==> src/rtl/tt_pkg.sv <==
// tt_pkg: types and constants shared by the times-table reader.
//   - tt_state_t : sweep FSM state encoding
//   - RESP_OKAY  : AXI4-Lite OKAY response code
//   - OP_W       : operand width (a, b)
//   - PROD_W     : product width
package tt_pkg;
  localparam int         OP_W      = 3;
  localparam int         PROD_W    = 6;
  localparam logic [1:0] RESP_OKAY = 2'b00;

  typedef enum logic [2:0] {
    ST_IDLE,
    ST_ADDR,
    ST_DATA,
    ST_OUT,
    ST_DONE
  } tt_state_t;
endpackage

==> src/rtl/tt_index_counter.sv <==
// tt_index_counter: nested a/b operand counters for the table sweep.
// b is the inner index (0..B_MAX); a is the outer index (0..A_MAX).
// Ports:
//   clk, rst   clock and async active-high reset
//   i_clear    return both counters to 0
//   i_incr     step to the next (a, b) pair
//   o_a, o_b   current operands
//   o_last     current pair is (A_MAX, B_MAX)
module tt_index_counter
  import tt_pkg::*;
#(
  parameter int A_MAX = 7,
  parameter int B_MAX = 7
) (
  input  logic            clk,
  input  logic            rst,
  input  logic            i_clear,
  input  logic            i_incr,
  output logic [OP_W-1:0] o_a,
  output logic [OP_W-1:0] o_b,
  output logic            o_last
);
  localparam logic [OP_W-1:0] A_LAST = OP_W'(A_MAX);
  localparam logic [OP_W-1:0] B_LAST = OP_W'(B_MAX);

  logic [OP_W-1:0] r_a;
  logic [OP_W-1:0] r_b;

  always_ff @(posedge clk or posedge rst) begin
    if (rst) begin
      r_a <= '0;
      r_b <= '0;
    end else if (i_clear) begin
      r_a <= '0;
      r_b <= '0;
    end else if (i_incr) begin
      if (r_b != B_LAST) begin
        r_b <= r_b + 1'b1;
      end else begin
        r_b <= '0;
        if (r_a != A_LAST) r_a <= r_a + 1'b1;
      end
    end
  end

  assign o_a    = r_a;
  assign o_b    = r_b;
  assign o_last = (r_a == A_LAST) && (r_b == B_LAST);
endmodule

==> src/rtl/times_table_reader.sv <==
// times_table_reader: sweeps a times table by reading products from an
// AXI4-Lite multiplier at address {a, b} and streaming (a, b, product)
// entries downstream with a valid/ready handshake.
// Optional build macro: TT_CHECK_EN adds a comparator of rdata against a*b
// and the sticky output check_err.
// Ports:
//   clk, rst                        clock, async active-high reset
//   start                           one-cycle sweep request (IDLE only)
//   arvalid/arready/araddr          AXI4-Lite read address channel
//   rvalid/rready/rdata/rresp       AXI4-Lite read data channel
//   out_valid/out_ready             downstream entry handshake
//   out_a/out_b/out_product         current entry
//   busy, done                      sweep in progress / end-of-sweep pulse
//   resp_err                        sticky non-OKAY response seen
//   check_err (TT_CHECK_EN only)    sticky product mismatch seen
//
// state   | meaning
// IDLE    | waiting for start
// ADDR    | read address presented, waiting for arready
// DATA    | waiting for read data
// OUT     | entry presented downstream, waiting for out_ready
// DONE    | one-cycle done pulse
module times_table_reader
  import tt_pkg::*;
#(
  parameter int A_MAX = 7,
  parameter int B_MAX = 7
) (
  input  logic              clk,
  input  logic              rst,
  input  logic              start,
  output logic              arvalid,
  input  logic              arready,
  output logic [5:0]        araddr,
  input  logic              rvalid,
  output logic              rready,
  input  logic [5:0]        rdata,
  input  logic [1:0]        rresp,
  output logic              out_valid,
  input  logic              out_ready,
  output logic [OP_W-1:0]   out_a,
  output logic [OP_W-1:0]   out_b,
  output logic [PROD_W-1:0] out_product,
  output logic              busy,
  output logic              done,
  output logic              resp_err
`ifdef TT_CHECK_EN
  ,
  output logic              check_err
`endif
);
  tt_state_t         r_state;
  tt_state_t         w_next_state;
  logic              w_clear;
  logic              w_incr;
  logic              w_capture;
  logic [OP_W-1:0]   w_a;
  logic [OP_W-1:0]   w_b;
  logic              w_last;
  logic [OP_W-1:0]   r_out_a;
  logic [OP_W-1:0]   r_out_b;
  logic [PROD_W-1:0] r_out_product;
  logic              r_resp_err;

  tt_index_counter #(
    .A_MAX (A_MAX),
    .B_MAX (B_MAX)
  ) u_index (
    .clk     (clk),
    .rst     (rst),
    .i_clear (w_clear),
    .i_incr  (w_incr),
    .o_a     (w_a),
    .o_b     (w_b),
    .o_last  (w_last)
  );

  always_ff @(posedge clk or posedge rst) begin
    if (rst) r_state <= ST_IDLE;
    else     r_state <= w_next_state;
  end

  always_comb begin
    w_next_state = r_state;
    w_clear      = 1'b0;
    w_incr       = 1'b0;
    case (r_state)
      ST_IDLE: begin
        if (start) begin
          w_clear      = 1'b1;
          w_next_state = ST_ADDR;
        end
      end
      ST_ADDR: if (arready) w_next_state = ST_DATA;
      ST_DATA: if (rvalid)  w_next_state = ST_OUT;
      ST_OUT: begin
        if (out_ready) begin
          if (w_last) begin
            w_next_state = ST_DONE;
          end else begin
            w_incr       = 1'b1;
            w_next_state = ST_ADDR;
          end
        end
      end
      ST_DONE: w_next_state = ST_IDLE;
      default: w_next_state = ST_IDLE;
    endcase
  end

  // rvalid is only looked at in DATA, so data landing alongside the AR
  // handshake is ignored until the following cycle.
  assign w_capture = (r_state == ST_DATA) && rvalid;

  always_ff @(posedge clk or posedge rst) begin
    if (rst) begin
      r_out_a       <= '0;
      r_out_b       <= '0;
      r_out_product <= '0;
      r_resp_err    <= 1'b0;
    end else begin
      if (w_capture) begin
        r_out_a       <= w_a;
        r_out_b       <= w_b;
        r_out_product <= rdata;
      end
      if (w_clear)                              r_resp_err <= 1'b0;
      else if (w_capture && rresp != RESP_OKAY) r_resp_err <= 1'b1;
    end
  end

`ifdef TT_CHECK_EN
  logic [PROD_W-1:0] w_expect;
  logic              r_check_err;

  assign w_expect = PROD_W'(w_a) * PROD_W'(w_b);

  always_ff @(posedge clk or posedge rst) begin
    if (rst)                                 r_check_err <= 1'b0;
    else if (w_clear)                        r_check_err <= 1'b0;
    else if (w_capture && rdata != w_expect) r_check_err <= 1'b1;
  end

  assign check_err = r_check_err;
`endif

  assign arvalid     = (r_state == ST_ADDR);
  assign rready      = (r_state == ST_DATA);
  assign out_valid   = (r_state == ST_OUT);
  assign busy        = (r_state != ST_IDLE);
  assign done        = (r_state == ST_DONE);
  assign araddr      = {w_a, w_b};
  assign out_a       = r_out_a;
  assign out_b       = r_out_b;
  assign out_product = r_out_product;
  assign resp_err    = r_resp_err;
endmodule

==> config.mk <==
export PLATFORM = sky130hd
export DESIGN_NAME = times_table_reader
export DESIGN_NICKNAME = d
export VERILOG_FILES = /design/src/rtl/tt_pkg.sv /design/src/rtl/tt_index_counter.sv /design/src/rtl/times_table_reader.sv
export SDC_FILE = /design/constraint.sdc
export NUM_CORES = 1
export LEC_CHECK = 0
export ABC_AREA = 1
export BUFFER_PORTS_ARGS = -buffer_cell sky130_fd_sc_hd__buf_2
export CORE_UTILIZATION = 30
export CTS_CLUSTER_DIAMETER = 30
export CTS_CLUSTER_SIZE = 24
export DETAILED_ROUTE_END_ITERATION = 10
export HOLD_SLACK_MARGIN = 0.12
export SLEW_MARGIN = 20
export SYNTH_ARGS = -nofsm -noshare
export SYNTH_HDL_FRONTEND = slang
export SYNTH_SLANG_ARGS = --single-unit
==> constraint.sdc <==
create_clock -name clk -period 1.3 [get_ports clk]
set_input_delay 0.13 -clock clk [delete_from_list [all_inputs] [get_ports clk]]
set_output_delay 0.13 -clock clk [all_outputs]
set_load 0.03 [all_outputs]
# == Yosys cells after proc, flatten, opt, wreduce, memory -nomap -nowiden ==
# Cells that the tools add are included.
# word_totals
output_inout_bits,24
register_bits,22
wordCells,53
inputBits,14
# op_classes
reduce_logical,11
eq_ne,13
muxes,20
addsub,2
# op_table
cell,n
$mux 3,12
$pmux 3 s4,1
$eq 3x3->1 const B,3
$reduce_bool 2->1,4
$mux 1,7
$add 3x1->3 const B,2
$eq 3x2->1 const B,2
$ne 2x1->1 const B,3
$ne 3x3->1 const B,2
$ne 2x2->1 const B,2
$reduce_and 4->1,1
$eq 3x1->1 const B,1
$logic_and 1x1->1,3
$logic_not 3->1,1
$reduce_and 3->1,1
$reduce_bool 3->1,1

# == Longest topological paths before layout ==
# Gate-level depths: netlist of run 1.
# logic_depth
ltp_word,7
depth_mapped,8
mapped_depth_nobuf,8

# == By module ==
# Synthesis of run 1 repeated with hierarchy kept, for this count alone.
# unflattened
cells_unflattened,140
hier_area_um2,1119.8
# modules_own_cells
mod,seq_area_each_um2,cells_per_inst,instances,area_per_inst_um2
times_table_reader,400.4,97,1,782.0
tt_index_counter,150.1,43,1,337.8

# == Least setup slack after synthesis of run 1 ==
# Ideal clock, no wire load.
# synth_timing
path_kind,register to register
startpoint,register u_index.r_a[0] (netlist: u_index.o_a[0])
endpoint,register u_index.r_b[0] (netlist: u_index.o_b[0])
required_ns,1.171
synth_period_minus_slack_ns,1.525
setup_ns,0.129
arrival_time_ns,1.396
path_stages_with_launch,7
path_buffers,0
path_slack_ns,-0.225
cell_sequence,dfrtp_1 -> ha_1 -> ha_1 -> nand2_1 -> nand2_1 -> o21ai_0 -> o21ai_0
# synth_via
elab_chain_cells,6
# synth_rtl
item,line_no,text
from (decl),tt_index_counter.sv:26,logic [OP_W-1:0] r_a;
from (signal assigned),tt_index_counter.sv:41,if (r_a != A_LAST) r_a <= r_a + 1'b1;
$eq 3x3->1,tt_index_counter.sv:48,assign o_last = (r_a == A_LAST) && (r_b == B_LAST);
$logic_and 1x1->1,tt_index_counter.sv:48,
$mux 1,times_table_reader.sv:98,if (w_last) begin
$mux 1,times_table_reader.sv:97,if (out_ready) begin
$mux 1,times_table_reader.sv:87,case (r_state)
$reduce_bool 2->1 (no source line),n/a,
to (signal assigned),tt_index_counter.sv:38,r_b <= r_b + 1'b1;
to (decl),tt_index_counter.sv:27,logic [OP_W-1:0] r_b;
# No other way between the ends.
# A chain may end at the register's enable or synchronous reset.

# == Worst setup path after layout of run 1 ==
# layout_timing
startpoint,register r_state[0]
endpoint,output arvalid
# layout_via
elab_chain_cells,1
# layout_rtl
item,line_no,text
from (decl),times_table_reader.sv:52,tt_state_t r_state;
from (signal assigned),times_table_reader.sv:80,else r_state <= w_next_state;
$eq 3x1->1,times_table_reader.sv:147,assign arvalid = (r_state == ST_ADDR);
to (decl),times_table_reader.sv:32,"output logic arvalid,"
# No other way between the ends.

==> results of run 1 <==
==> logic make-up after synthesis <==
kind of cell | synth area share
adder cells (fa/ha/maj) | 0.0458
AO/OA/AOI/OAI | 0.0732
AND/OR/NAND/NOR | 0.300
buffers and inverters | 0.0778
flip-flops | 0.503
==> registers in the layout, summed over array words and instances (netlist names) <==
| name | cells |
|---|---|
| out_a | 3 |
| out_b | 3 |
| out_product | 6 |
| r_state | 3 |
| resp_err | 1 |
| u_index.o_a | 3 |
| u_index.o_b | 3 |
==> stage by stage <==
stage | instance area [µm²] | total power, mW | setup TNS, ns
floorplan | 1160 | 2.50 | -0.269
global placement | 1450 | 3.02 | 0
detailed placement | 1450 | 3.08 | -0.264
CTS | 1750 | 3.94 | -0.176
global route | 1820 | 4.39 | -1.71
finish | 1820 | 4.10 | -0.303
==> how the worst max path moves through the flow <==
stage | end | slack (ns)
finish | arvalid | -0.08
global route | arvalid | -0.13
CTS | arvalid | -0.06
detailed placement | u_index.o_a[1]$_DFFE_PP0P_ | -0.07
global placement | u_index.o_a[1]$_DFFE_PP0P_ | 0.002
floorplan | u_index.o_a[0]$_DFFE_PP0P_ | -0.07
==> cell usage after synthesis, types with 2 or more instances <==
cell type / count / area, µm²
dfrtp_1: 22 / 551
ha_1: 4 / 50.1
inv_1: 17 / 63.8
nand2_1: 43 / 161
nand3_1: 7 / 35.0
nor2_1: 12 / 45.0
nor2_2: 2 / 12.5
nor3_1: 2 / 10.0
o21ai_0: 9 / 45.0
o21ai_2: 4 / 35.0
==> area by class of cell <==
cell class | count | share of cell area
clock buffers | 3 | 0.0124
inverters | 19 | 0.0461
flip-flops and latches | 22 | 0.308
multi-input cells | 88 | 0.342
well taps | 46 | 0.0317
repair buffers | 63 | 0.243
clock inverters | 1 | 0.0165
==> metal layers <==
| metal | wire, µm | GRT usage | vias up |
|---|---|---|---|
| met5 | 0 | 0 | - |
| met1 | 1040 | 0.161 | 499 |
| met3 | 144 | 0.0438 | 7 |
| met4 | 44 | 0.0378 | 0 |
| met2 | 1490 | 0.282 | 30 |
| li1 | - | - | 540 |
==> worst register-to-register path: cells and delay by family (launching register included) <==
family	cells	cell delay (ns)
DFF	1	0.47
and+or+nand+nor	6	0.47
buffers and inverters	2	0.28
==> power by group through the flow <==
stage | Sequential (mW) | Combinational, mW | Clock (mW)
2_1_floorplan | 1.64 | 0.862 | 0
3_3_place_gp | 1.17 | 1.86 | 0
3_5_place_dp | 1.18 | 1.89 | 0
4_1_cts | 1.17 | 2.23 | 0.541
5_1_grt | 1.22 | 2.59 | 0.584
6_report | 1.18 | 2.39 | 0.529
==> timing repair <==
action	4_1_cts	5_1_grt
pin swaps	8	11
buffers inserted	7	2
hold endpoints to repair	29	0
endpoints found under the setup margin	11	27
gates resized for setup	33	23
hold buffers	9	0
==> results.tsv, run 1 <==
stage	metric	value	unit
yosys	sequential share of the synthesized area	0.503	
worst_setup_path	crit path from	r_state[0]$_DFFE_PP0P_	
grt	first-pass GRT wire length	4560	µm
timing	Worst Skew	0.00933	ns
grt	Total GRT Usage	0.149	
worst_setup_path	cells along the critical path	inv_4 > nor2_4 > nand2_2 > inv_2 > buf_6	
yosys	Ys Warns	0	
power	switching share of power	0.464	
worst_setup_path	crit-path max FO	5	
die	Starting Density	0.320	
yosys	ys async rst share	1.00	
final_layout	commonest non-fill, non-tap cell in the layout	buf_2	
timing	Fin. Hold Viols	0	
timing	Min Hold Slack	0.169	ns
power	sequential fraction of design power	0.288	
placement	pre-CTS setup slack	-0.0670	ns
run_status	status	finished, violations left	
final_layout	synthesis-to-finish area growth	66.1	%
yosys	syn avg cell area	8.41	µm²
final_layout	antenna cells	0	
yosys	Mapped Area	1090	µm²
placement	GP Congestion	0.785	
routing	drt first pass iters	3	
worst_setup_path	Setup crit end kind	primary output	
final_layout	Net count, final	215	
die	full die area	3890	µm²
die	# IOs	38	
final_layout	most frequent cells in the layout	32 x buf_2, 31 x nand2_1, 15 x dfrtp_1, 15 x buf_4, 13 x inv_1	
worst_setup_path	worst r2r dst	r_state[0]$_DFFE_PP0P_	
timing	max_slew headroom	0.814	
yosys	Post-synth EDFFs	0	
cts	CTS tree	done	
yosys	Main synth FF type	dfrtp_1	
placement	placed insts	220	
final_layout	layout cell share with drive strength beyond 1	0.546	
grt	total gr overflow	0	
timing	fmax	0.726	GHz
timing	Slew Viols, Final	0	
yosys	post-synth net total	148	
worst_hold_path	Hold Path Origin	rvalid	
worst_hold_path	Tightest Hold Check Type	input port to flip-flop	
cts	CTS sink cnt	22	
worst_hold_path	Hold Path Stages	4	
run_status	failing checks	setup timing	
die	Core Area	3420	µm²
final_layout	fin util	0.532	
final_layout	storage element area	559	µm²
cts	Clock Path Buffers	2	
timing	Slew @ Worst Pin	0.280	ns
power	Peak VDD IR	1070	µV
run	total of max-cap violations	0	
worst_setup_path	R2R depth	8	
placement	# port buffers	37	
worst_setup_path	CP max stage delay	0.48	ns
power	share of power burned in the clock network	0.129	
cts	htree depth	1	
grt	largest net degree at the start of global routing	23	
yosys	#FFs+latches synth	22	
worst_hold_path	WHS Endpoint	r_state[1]$_DFFE_PP0P_	
worst_setup_path	kind of critical path	flip-flop to primary output	
yosys	Synth Instances	130	
timing	Tmin final	1.38	ns
cts	total CTS buffers	3	
routing	number of routed nets with antenna violations	0	
routing	Routed WL	2720	µm
grt	initial antenna violation count	0	
power	proportion of power drawn by combinational gates	0.583	
worst_setup_path	Critical Path RT	1.17	ns
final_layout	Post-Layout Cell Count	242	
final_layout	multi-input combinational cell area	622	µm²
routing	drt drc	0	
power	switching power	1.90	mW
timing	unrepaired setup endpoints after global routing	yes	
worst_setup_path	reg2reg start	r_state[1]$_DFFE_PP0P_	
final_layout	fillers	335	
die	row count	21	
routing	1st-iter DRT viols	8	
power	PwrDens	2260	nW/µm²
worst_setup_path	CP Depth	5	
die	chip height	62.4	µm
routing	DR vias/cell	4.45	
grt	vias in the first global route	1063	
routing	Vias	1076	
die	Die Wd	62.4	µm
worst_setup_path	CP startpoint kind	flip-flop	
worst_setup_path	Crit path arrival time	1.25	ns
timing	final worst path period share	1.06	
cts	clk root buf	clkbuf_4	
worst_setup_path	WP buf/inv	3	
timing	final worst setup slack	-0.0770	ns
routing	Routed WL per cell	11.2	µm
worst_setup_path	critical path's top delay family	flip-flops	
power	leakage power	0.955	nW
cts	Worst-path clk slew	0.13	ns
yosys	distinct cell type count after synthesis	18	
placement	DP Wirelength	1890	µm
worst_setup_path	R2R Setup Slk	-0.03	ns
power	internal power	2.20	mW
cts	clock latency at the later pin of the worst-skew pair	0.32	ns
worst_setup_path	CP max stage cell	dfrtp_2	
timing	final-report setup violation count	11	
No activity file was read; power rests on OpenSTA's default activity.
==> run 2: changes to the inputs <==
--- a/config.mk
+++ b/config.mk
@@ -6,7 +6,7 @@
 export NUM_CORES = 1
 export LEC_CHECK = 0
 export ABC_AREA = 1
-export BUFFER_PORTS_ARGS = -buffer_cell sky130_fd_sc_hd__buf_2
+export BUFFER_PORTS_ARGS = -buffer_cell sky130_fd_sc_hd__buf_4
 export CORE_UTILIZATION = 30
 export CTS_CLUSTER_DIAMETER = 30
 export CTS_CLUSTER_SIZE = 24
==> results.tsv, run 2 (synthesis gave the netlist of run 1 again) <==
stage	metric	value	unit	change
run_status	status	finished, violations left		
run_status	failing checks	setup timing		
final_layout	storage element area	559	µm²	unchanged
final_layout	most frequent cells in the layout	49 x buf_4, 30 x nand2_1, 15 x dfrtp_1		
routing	DR vias/cell	4.38		-1.5%
power	switching power	1.91	mW	+0.44%
power	Peak VDD IR	1010	µV	-5.5%
worst_setup_path	cells along the critical path	ha_4 > ha_4 > nand2_4 > nand2_4 > nor2_4 > nand3_2 > nand2_2 > nor2_2		
routing	1st-iter DRT viols	34		+26
grt	first-pass GRT wire length	4330	µm	-5.1%
timing	final worst path period share	1.06		+0.00576
placement	DP Wirelength	1900	µm	+0.86%
worst_setup_path	R2R Setup Slk	-0.08	ns	-0.05 ns
die	row count	21		unchanged
timing	Slew Viols, Final	0		unchanged
final_layout	fillers	315		-6.0%
power	proportion of power drawn by combinational gates	0.598		+0.015
grt	total gr overflow	0		unchanged
worst_setup_path	CP max stage cell	dfrtp_2		
worst_setup_path	Setup crit end kind	flip-flop		
cts	htree depth	1		unchanged
worst_setup_path	CP startpoint kind	flip-flop		
die	Core Area	3420	µm²	unchanged
die	# IOs	38		unchanged
timing	unrepaired setup endpoints after global routing	yes		
worst_hold_path	Hold Path Origin	rvalid		
cts	clock latency at the later pin of the worst-skew pair	0.32	ns	about the same
routing	drt drc	0		unchanged
cts	total CTS buffers	3		unchanged
worst_setup_path	Crit path arrival time	1.60	ns	+0.35 ns
cts	CTS sink cnt	22		unchanged
cts	Worst-path clk slew	0.13	ns	about the same
timing	Tmin final	1.38	ns	+0.00749 ns
run	total of max-cap violations	0		unchanged
grt	Total GRT Usage	0.141		-0.00777
routing	drt first pass iters	4		+1
worst_setup_path	CP max stage delay	0.46	ns	-0.02 ns
power	switching share of power	0.446		-0.0179
timing	final-report setup violation count	14		+3
worst_setup_path	worst r2r dst	u_index.o_a[0]$_DFFE_PP0P_		
timing	fmax	0.722	GHz	-0.54%
final_layout	layout cell share with drive strength beyond 1	0.548		+0.00230
power	internal power	2.37	mW	+8.0%
worst_hold_path	WHS Endpoint	r_state[1]$_DFFE_PP0P_		
worst_setup_path	R2R depth	8		unchanged
worst_setup_path	critical path's top delay family	simple AND/OR/NAND/NOR gates		
worst_setup_path	WP buf/inv	0		-3
cts	Clock Path Buffers	2		unchanged
power	share of power burned in the clock network	0.125		-0.004
die	Starting Density	0.320		unchanged
grt	vias in the first global route	1013		-4.7%
timing	final worst setup slack	-0.0845	ns	-0.00749 ns
timing	Min Hold Slack	0.185	ns	+0.0156 ns
worst_hold_path	Hold Path Stages	4		unchanged
worst_setup_path	reg2reg start	u_index.o_a[1]$_DFFE_PP0P_		
timing	max_slew headroom	0.816		+0.00237
final_layout	Largest register FFs	6		unchanged
final_layout	synthesis-to-finish area growth	73.5	%	
placement	GP Congestion	0.788		+0.34%
power	leakage power	0.980	nW	+2.6%
routing	number of routed nets with antenna violations	0		unchanged
routing	Routed WL	2810	µm	+3.4%
final_layout	Net count, final	216		+0.47%
die	full die area	3890	µm²	unchanged
routing	Vias	1064		-1.1%
power	PwrDens	2260	nW/µm²	about the same
die	chip height	62.4	µm	unchanged
final_layout	multi-input combinational cell area	612	µm²	-1.6%
placement	pre-CTS setup slack	-0.0399	ns	+0.0271 ns
worst_setup_path	Critical Path RT	1.52	ns	+0.35 ns
worst_setup_path	crit-path max FO	4		-1
timing	setup TNS	-0.402	ns	-0.0987 ns
routing	Routed WL per cell	11.6	µm	+3.0%
worst_setup_path	kind of critical path	flip-flop to flip-flop		
grt	initial antenna violation count	0		unchanged
power	sequential fraction of design power	0.277		-0.011
worst_hold_path	Tightest Hold Check Type	input port to flip-flop		
cts	CTS tree	done		
cts	clk root buf	clkbuf_4		
timing	Slew @ Worst Pin	0.276	ns	-0.00356 ns
die	Die Wd	62.4	µm	unchanged
placement	# port buffers	37		unchanged
final_layout	commonest non-fill, non-tap cell in the layout	buf_4		
grt	largest net degree at the start of global routing	23		unchanged
final_layout	antenna cells	0		unchanged
timing	Worst Skew	0.00832	ns	-0.00101 ns
timing	Fin. Hold Viols	0		unchanged
-- run 2: changes by cell type in the layout (fill, tap and decap cells not counted), sizes merged --
cell,change
buf,+1
-- run 2: worst reg2reg max path: cells and delay by family, from the launching register on --
kind	cells	cell delay, ns
adders and majority gates	2	0.34
DFF	1	0.46
and+or+nand+nor	6	0.49
-- run 2: repair_timing --
item                                   4_1_cts  5_1_grt
buffers inserted                             6        2
gates resized for setup                     20       25
pin swaps                                    7       11
hold buffers                                 9        0
cloned                                       0        0
endpoints found under the hold margin       29        0
setup endpoints to repair                   11       26
-- run 2: power by group through the flow --
stage | registers (mW) | logic (mW) | clock network (mW)
3_5_place_dp | 1.19 | 2.12 | 0
3_3_place_gp | 1.17 | 2.10 | 0
5_1_grt | 1.22 | 2.76 | 0.574
2_1_floorplan | 1.64 | 0.862 | 0
4_1_cts | 1.19 | 2.38 | 0.540
6_report | 1.19 | 2.56 | 0.535
-- run 2: layout make-up --
class | instances | share of cell area
flip-flops and latches | 22 | 0.295
repair buffers | 64 | 0.282
well taps | 46 | 0.0303
multi-input cells | 88 | 0.323
clock buffers | 3 | 0.0119
clock inverters | 1 | 0.0158
inverters | 19 | 0.0429
-- run 2: per-layer routing --
metal | global-route usage | vias up | wire length, µm
met2 | 0.260 | 30 | 1540
met1 | 0.156 | 491 | 1110
met3 | 0.0456 | 4 | 144
met5 | 0 | - | 0
met4 | 0.0349 | 0 | 10
li1 | - | 539 | -
-- run 2: how the worst max path moves through the flow --
stage	startpoint	to	slack, ns	cells after the start
3_5_place_dp	u_index.o_a[1]$_DFFE_PP0P_	u_index.o_b[0]$_DFFE_PP0P_	-0.04	6
3_3_place_gp	u_index.o_a[1]$_DFFE_PP0P_	u_index.o_a[1]$_DFFE_PP0P_	-0.003	6
2_1_floorplan	u_index.o_a[0]$_DFFE_PP0P_	u_index.o_a[0]$_DFFE_PP0P_	-0.07	8
5_1_grt	u_index.o_a[1]$_DFFE_PP0P_	u_index.o_a[0]$_DFFE_PP0P_	-0.14	8
4_1_cts	r_state[1]$_DFFE_PP0P_	busy	-0.06	4
6_report	u_index.o_a[1]$_DFFE_PP0P_	u_index.o_a[0]$_DFFE_PP0P_	-0.08	8
-- run 2: per-stage QoR --
step | area [µm²] | cells | total power [mW] | util
3_3_place_gp | 1560 | 222 | 3.27 | 0.457
2_1_floorplan | 1160 | 130 | 2.50 | -
6_report | 1900 | 243 | 4.28 | 0.555
4_1_cts | 1800 | 241 | 4.12 | 0.526
3_5_place_dp | 1560 | 222 | 3.31 | 0.457
5_1_grt | 1900 | 243 | 4.56 | 0.555
